==> config.mk <==
export PLATFORM = sky130hd
export DESIGN_NAME = hw_mailbox_responder
export DESIGN_NICKNAME = d
export VERILOG_FILES = /design/src/rtl/hw_mailbox_responder.sv
export SDC_FILE = /design/constraint.sdc
export NUM_CORES = 2
export LEC_CHECK = 0
export BUFFER_PORTS_ARGS = -buffer_cell sky130_fd_sc_hd__buf_2
export CAP_MARGIN = 20
export CORE_AREA = 4 4 444 446
export CTS_CLUSTER_DIAMETER = 150
export DETAILED_ROUTE_END_ITERATION = 16
export DIE_AREA = 0 0 448 450
export RECOVER_POWER = 50
export SETUP_SLACK_MARGIN = 0.2
export SLEW_MARGIN = 20
export SYNTH_ARGS = -nofsm -noshare
export SYNTH_HDL_FRONTEND = slang
export SYNTH_SLANG_ARGS = --single-unit
==> constraint.sdc <==
create_clock -name clk_clk -period 6.92 [get_ports clk_clk]
set_input_delay 1.384 -clock clk_clk [delete_from_list [all_inputs] [get_ports clk_clk]]
set_output_delay 1.384 -clock clk_clk [all_outputs]
set_load 0.01 [all_outputs]
==> src/rtl/hw_mailbox_responder.sv <==
// hw_mailbox_responder: hardware side of the Nios software mailbox.
// Copies NUM_WORDS request words into a shadow bank, swaps them into the
// active bank read by the game/video logic, and reports status back to
// software through a four-phase request/acknowledge handshake.
// Optional build macro FRAME_SYNC_SWAP_EN: when defined, the shadow->active
// swap waits for the next frame_start (tear-free); otherwise it follows the
// copy immediately.
module hw_mailbox_responder #(
  parameter int NUM_WORDS = 16,
  parameter int WORD_W    = 32,
  parameter int CNT_W     = 8
) (
  input  logic                        clk_clk,
  input  logic                        reset_reset_n,
  input  logic [1:0]                  to_hw_sig,
  input  logic [NUM_WORDS*WORD_W-1:0] to_hw_words,
  input  logic                        frame_start,
  output logic [1:0]                  to_sw_sig,
  output logic [31:0]                 to_sw_port0,
  output logic [31:0]                 to_sw_port1,
  output logic [CNT_W-1:0]            to_sw_port2,
  output logic [15:0]                 to_sw_port3,
  output logic [15:0]                 to_sw_port4,
  output logic [NUM_WORDS*WORD_W-1:0] active_words,
  output logic                        swap_pulse
);

  localparam int IDX_W = (NUM_WORDS > 1) ? $clog2(NUM_WORDS) : 1;
  localparam logic [IDX_W-1:0] LAST_IDX = IDX_W'(NUM_WORDS - 1);

  // State encoding is visible to software through to_sw_port4.
  localparam logic [2:0] ST_IDLE      = 3'd0;
  localparam logic [2:0] ST_COPY      = 3'd1;
  localparam logic [2:0] ST_WAIT_SWAP = 3'd2;
  localparam logic [2:0] ST_SWAP      = 3'd3;
  localparam logic [2:0] ST_DONE      = 3'd4;
  localparam logic [2:0] ST_ERR       = 3'd5;

  logic [1:0]        sig_q, sig_d;
  logic [2:0]        state_q, state_d;
  logic [IDX_W-1:0]  idx_q, idx_d;
  logic [WORD_W-1:0] chk_q, chk_d;
  logic [31:0]       frame_cnt_q, frame_cnt_d;
  logic [31:0]       port0_q, port0_d;
  logic [31:0]       port1_q, port1_d;
  logic [CNT_W-1:0]  commit_cnt_q, commit_cnt_d;
  logic [15:0]       err_cnt_q, err_cnt_d;
  logic [WORD_W-1:0] shadow_q [NUM_WORDS];
  logic [WORD_W-1:0] shadow_d [NUM_WORDS];
  logic [WORD_W-1:0] active_q [NUM_WORDS];
  logic [WORD_W-1:0] active_d [NUM_WORDS];
  logic [WORD_W-1:0] in_word  [NUM_WORDS];

  // Unpack the flattened request words and pack the active bank.
  generate
    for (genvar gi = 0; gi < NUM_WORDS; gi++) begin : g_words
      assign in_word[gi] = to_hw_words[gi*WORD_W +: WORD_W];
      assign active_words[gi*WORD_W +: WORD_W] = active_q[gi];
    end
  endgenerate

  assign to_sw_port0 = port0_q;
  assign to_sw_port1 = port1_q;
  assign to_sw_port2 = commit_cnt_q;
  assign to_sw_port3 = err_cnt_q;
  assign to_sw_port4 = {13'b0, state_q};
  assign swap_pulse  = (state_q == ST_SWAP);

  // Response code is a pure function of state so reset clears it at once.
  always_comb begin
    to_sw_sig = 2'b00;
    case (state_q)
      ST_COPY, ST_WAIT_SWAP, ST_SWAP: to_sw_sig = 2'b01;
      ST_DONE:                        to_sw_sig = 2'b10;
      ST_ERR:                         to_sw_sig = 2'b11;
      default:                        to_sw_sig = 2'b00;
    endcase
  end

  // Next-state logic; outside IDLE only a drop to 00 on sig_q is acted on.
  always_comb begin
    sig_d        = to_hw_sig;
    state_d      = state_q;
    idx_d        = idx_q;
    chk_d        = chk_q;
    frame_cnt_d  = frame_cnt_q + {31'b0, frame_start};
    port0_d      = port0_q;
    port1_d      = port1_q;
    commit_cnt_d = commit_cnt_q;
    err_cnt_d    = err_cnt_q;
    shadow_d     = shadow_q;
    active_d     = active_q;
    case (state_q)
      ST_IDLE: begin
        case (sig_q)
          2'b01: begin
            idx_d   = '0;
            chk_d   = '0;
            state_d = ST_COPY;
          end
          2'b10: begin
            port1_d = frame_cnt_q;
            state_d = ST_DONE;
          end
          2'b11: begin
            if (err_cnt_q != 16'hFFFF) begin
              err_cnt_d = err_cnt_q + 16'd1;
            end
            state_d = ST_ERR;
          end
          default: state_d = ST_IDLE;
        endcase
      end
      ST_COPY: begin
        if (sig_q == 2'b00) begin
          // Abort: partial shadow contents are simply left behind.
          state_d = ST_IDLE;
        end else begin
          shadow_d[idx_q] = in_word[idx_q];
          chk_d           = chk_q ^ in_word[idx_q];
          if (idx_q == LAST_IDX) begin
`ifdef FRAME_SYNC_SWAP_EN
            state_d = ST_WAIT_SWAP;
`else
            state_d = ST_SWAP;
`endif
          end else begin
            idx_d = idx_q + 1'b1;
          end
        end
      end
      ST_WAIT_SWAP: begin
        // Only a frame_start seen in this state triggers the swap.
        if (sig_q == 2'b00) begin
          state_d = ST_IDLE;
        end else if (frame_start) begin
          state_d = ST_SWAP;
        end
      end
      ST_SWAP: begin
        active_d     = shadow_q;
        port0_d      = chk_q;
        commit_cnt_d = commit_cnt_q + 1'b1;
        state_d      = ST_DONE;
      end
      ST_DONE, ST_ERR: begin
        if (sig_q == 2'b00) begin
          state_d = ST_IDLE;
        end
      end
      default: state_d = ST_IDLE;
    endcase
  end

  // State and data registers with asynchronous clear.
  always_ff @(posedge clk_clk or negedge reset_reset_n) begin
    if (!reset_reset_n) begin
      sig_q        <= 2'b00;
      state_q      <= ST_IDLE;
      idx_q        <= '0;
      chk_q        <= '0;
      frame_cnt_q  <= '0;
      port0_q      <= '0;
      port1_q      <= '0;
      commit_cnt_q <= '0;
      err_cnt_q    <= '0;
      for (int i = 0; i < NUM_WORDS; i++) begin
        shadow_q[i] <= '0;
        active_q[i] <= '0;
      end
    end else begin
      sig_q        <= sig_d;
      state_q      <= state_d;
      idx_q        <= idx_d;
      chk_q        <= chk_d;
      frame_cnt_q  <= frame_cnt_d;
      port0_q      <= port0_d;
      port1_q      <= port1_d;
      commit_cnt_q <= commit_cnt_d;
      err_cnt_q    <= err_cnt_d;
      shadow_q     <= shadow_d;
      active_q     <= active_d;
    end
  end

endmodule

==> metrics.md <==
| Metric | Value |
|---|---|
| Worst skew pair latency | `0.82 ns` |
| Die height | `450 um` |
| Flop2flop setup slack | `2.82 ns` |
| Router iterations before antenna repair | `5` |
| Post-CTS setup buffers | `0` |
| CTS resizes | `0` |
| Synthesized area | `0.0490 sq mm` |
| Routed WL | `211000 um` |
| CP max-delay cell | `clkbuf_2` |
| Pre-CTS WS | `2.93 ns` |
| Final setup margin | `2.01 ns` |
| Top Family by Delay on Critical Path | `buffers and inverters` |
| Die Wd | `448 um` |
| Synth async-reset ratio | `100%` |
| Initial antenna violation count | `42` |
| Max Clock Skew | `0.0618 ns` |
| Yosys reg bits | `1185` |
| Initial core utilization | `25.4%` |
| Post-synthesis sequential area ratio | `60.5%` |
| Cell count after synthesis | `4148` |
| Sw frac | `34.2%` |
| CTS tree | `built` |
| Max VDD drop | `0.215 mV` |
| Routed Antenna Nets | `0` |
| Leak pwr | `0.0313 uW` |
| Post-CTS Hold Buffers | `0` |
| Routed vias/inst | `4.62` |
| Crit. End Element | `async pin` |
| Routability Congestion | `0.935` |
| Synth area leader | `dfrtp_1` |
| CP Data Required Time | `7.47 ns` |
| Most frequent cells after synthesis | `nand2_1, dfrtp_1, mux2_2` |
| CP cell instances | `clkbuf_2, clkbuf_1` |
| Clk slew on worst S/H paths | `0.06 ns` |
| Ranking of synthesized cells by area | `dfrtp_1, nand2_1, mux2_2` |
| Final Setup Violations | `0` |
| Critical path class | `in2async` |
| Top-count cell post-synth | `nand2_1` |
| Max Slew Vio Count | `350` |
| Fmax | `0.204 GHz` |
| Clk buf depth | `3` |
| Top FF cell, synth | `dfrtp_1` |
| DRC Markers | `0` |
| Hold_ws | `0.437 ns` |
| Tmin final | `4.91 ns` |
| Post-synth EDFFs | `0` |
| Clk root buf | `clkbuf_16` |
| Register share of total power | `41.3%` |
| Worst r2r path cells | `5` |
| Final period utilization | `70.9%` |
| Synthesis Warnings | `0` |
| H-Tree Depth | `4` |
| Setup TNS | `0 ns` |
| Fin. Hold Viols | `0` |
| Die area | `0.202 sq mm` |
| PortBufs | `1122` |
| Crit path max fanout | `101` |
| Combinational share of power | `26.0%` |
| Status | `finished, violations left` |
| RSZ-0062 raised after global routing | `false` |
| Number of cell rows | `161` |
| Post-DP HPWL | `153000 um` |
| Switching power of the nets | `7580 uW` |
| CTS sink cnt | `1185` |
| Power Dens Cells | `360 mW/mm^2` |
| WP buf/inv | `2` |
| WP data arrival | `5.46 ns` |
| Share of post-route cells with drive strength above 1 | `35.5%` |
| Core footprint | `0.193 sq mm` |
| Nets | `5755` |
| Inserted Clock Buffers | `137` |
| Total Routing Usage GR | `20.5%` |
| Startpoint Class | `input pin` |
| Syn-to-layout area delta | `25.8%` |
| Slew Limit Headroom | `-145%` |
| Critical Path Sink | `active_words[197]` |
| FF-to-FF End | `to_sw_port1[9]` |
| Reg2reg start | `state_q[2]` |
| Pin count of the biggest net entering global routing | `175` |
| CP Depth | `2` |
| Area fraction of the dominant cell type after synthesis | `60.5%` |
| Routed via count | `36500` |
| Grt ovf | `0` |
| Failing checks | `capacitance limit, slew limit` |
| Worst Max-Slew Pin Slew | `3.67 ns` |
| CP max stage delay | `2.31 ns` |
| Max Cap Viol | `8` |
| Vias in the first global route | `37100` |
| Mean Syn Cell Area | `11.8 sq um` |
| Synth cell types | `43` |
| I/O pins | `1136` |
| Global-route wire length before repair | `291000 um` |
| Critical path origin | `reset_reset_n` |
| Hold crit path type | `reg2reg` |
| Starting DRC count in detailed routing | `2827` |
| WL per Instance | `26.7 um` |
| Internal | `14600 uW` |
| Clock network power share | `32.7%` |
logic make-up after synthesis:
group	synth area share, %
compound gates	0.621
buf+inv	2.26
mux	20.4
fa+ha+maj	0.230
flops	60.5
other cells	0.00766
xor+xnor	0.948
simple gates	15.0
routing by layer:
metal / share of wire (%) / GRT usage [%] / vias up
met3: 5.8 / 4.07 / 286
met2: 50 / 35.2 / 1283
li1: - / - / 15900
met5: 0.039 / 0 / -
met4: 4.2 / 7.77 / 14
met1: 40 / 25.3 / 18900
sequential cells by signal (all words and copies together) (netlist names):
register / flops
chk_q: 32
idx_q: 4
to_sw_port1: 32
state_q: 3
shadow_q: 512
to_sw_port0: 32
to_sw_port2: 8
sig_q: 2
to_sw_port3: 16
active_words: 512
frame_cnt_q: 32
power groups by stage:
stage	Clock [uW]	Combinational, uW	Sequential (uW)
after floorplan	0	3200	8890
after global placement	0	5960	9240
after detailed placement	0	6070	9290
after CTS	7470	6080	9170
after global routing	7730	6240	9330
final	7260	5760	9170
cell usage in the layout (no fill, tap or decap), drive strengths merged, types with 6 or more instances in the layout:
cell type and instances:
xor2 23, clkinv 33, mux2 546, and4 8
nor3 7, nand2 1683, nand2b 32, conb 13
ha 9, and3 6, diode 33, clkbuf 353
mux2i 97, nand4 19, o22ai 32, nor2 9
inv 15, xnor2 30, mux4 128, bufinv 6
dfrtp 1185, buf 1008, nand3 39
metrics by stage:
stage                     power, uW  utilization (%)  cell area [sq um]  std cells
after floorplan               12100                -              49000       4160
after global placement        15200             29.8              57300       7616
after detailed placement      15400             29.8              57300       7616
after CTS                     22700             32.1              61800       7854
after global routing          23300             32.0              61600       7876
final                         22200             32.0              61600       7887
cell type report:
cell class,count,area (sq um)
Antenna cell,33,82.6
Clock buffer,186,3800
Clock inverter,52,667
Fill cell,19600,131000
Inverter,7,33.8
Multi-Input combinational cell,2723,18300
Sequential cell,1185,29700
Tap cell,2526,3160
Timing Repair Buffer,1175,5910
worst min-delay path by stage:
stage / endpoint / start / slack, ns / depth (start not counted)
final: active_words[153] / shadow_q[377] / 0.44 / 2
after global routing: active_words[345] / shadow_q[185] / 0.45 / 2
after CTS: active_words[153] / shadow_q[377] / 0.42 / 2
after detailed placement: active_words[413] / shadow_q[125] / 0.45 / 2
after global placement: active_words[35] / shadow_q[451] / 0.44 / 2
after floorplan: active_words[0] / shadow_q[480] / 0.43 / 2
Power figures use the tool's default switching activity.
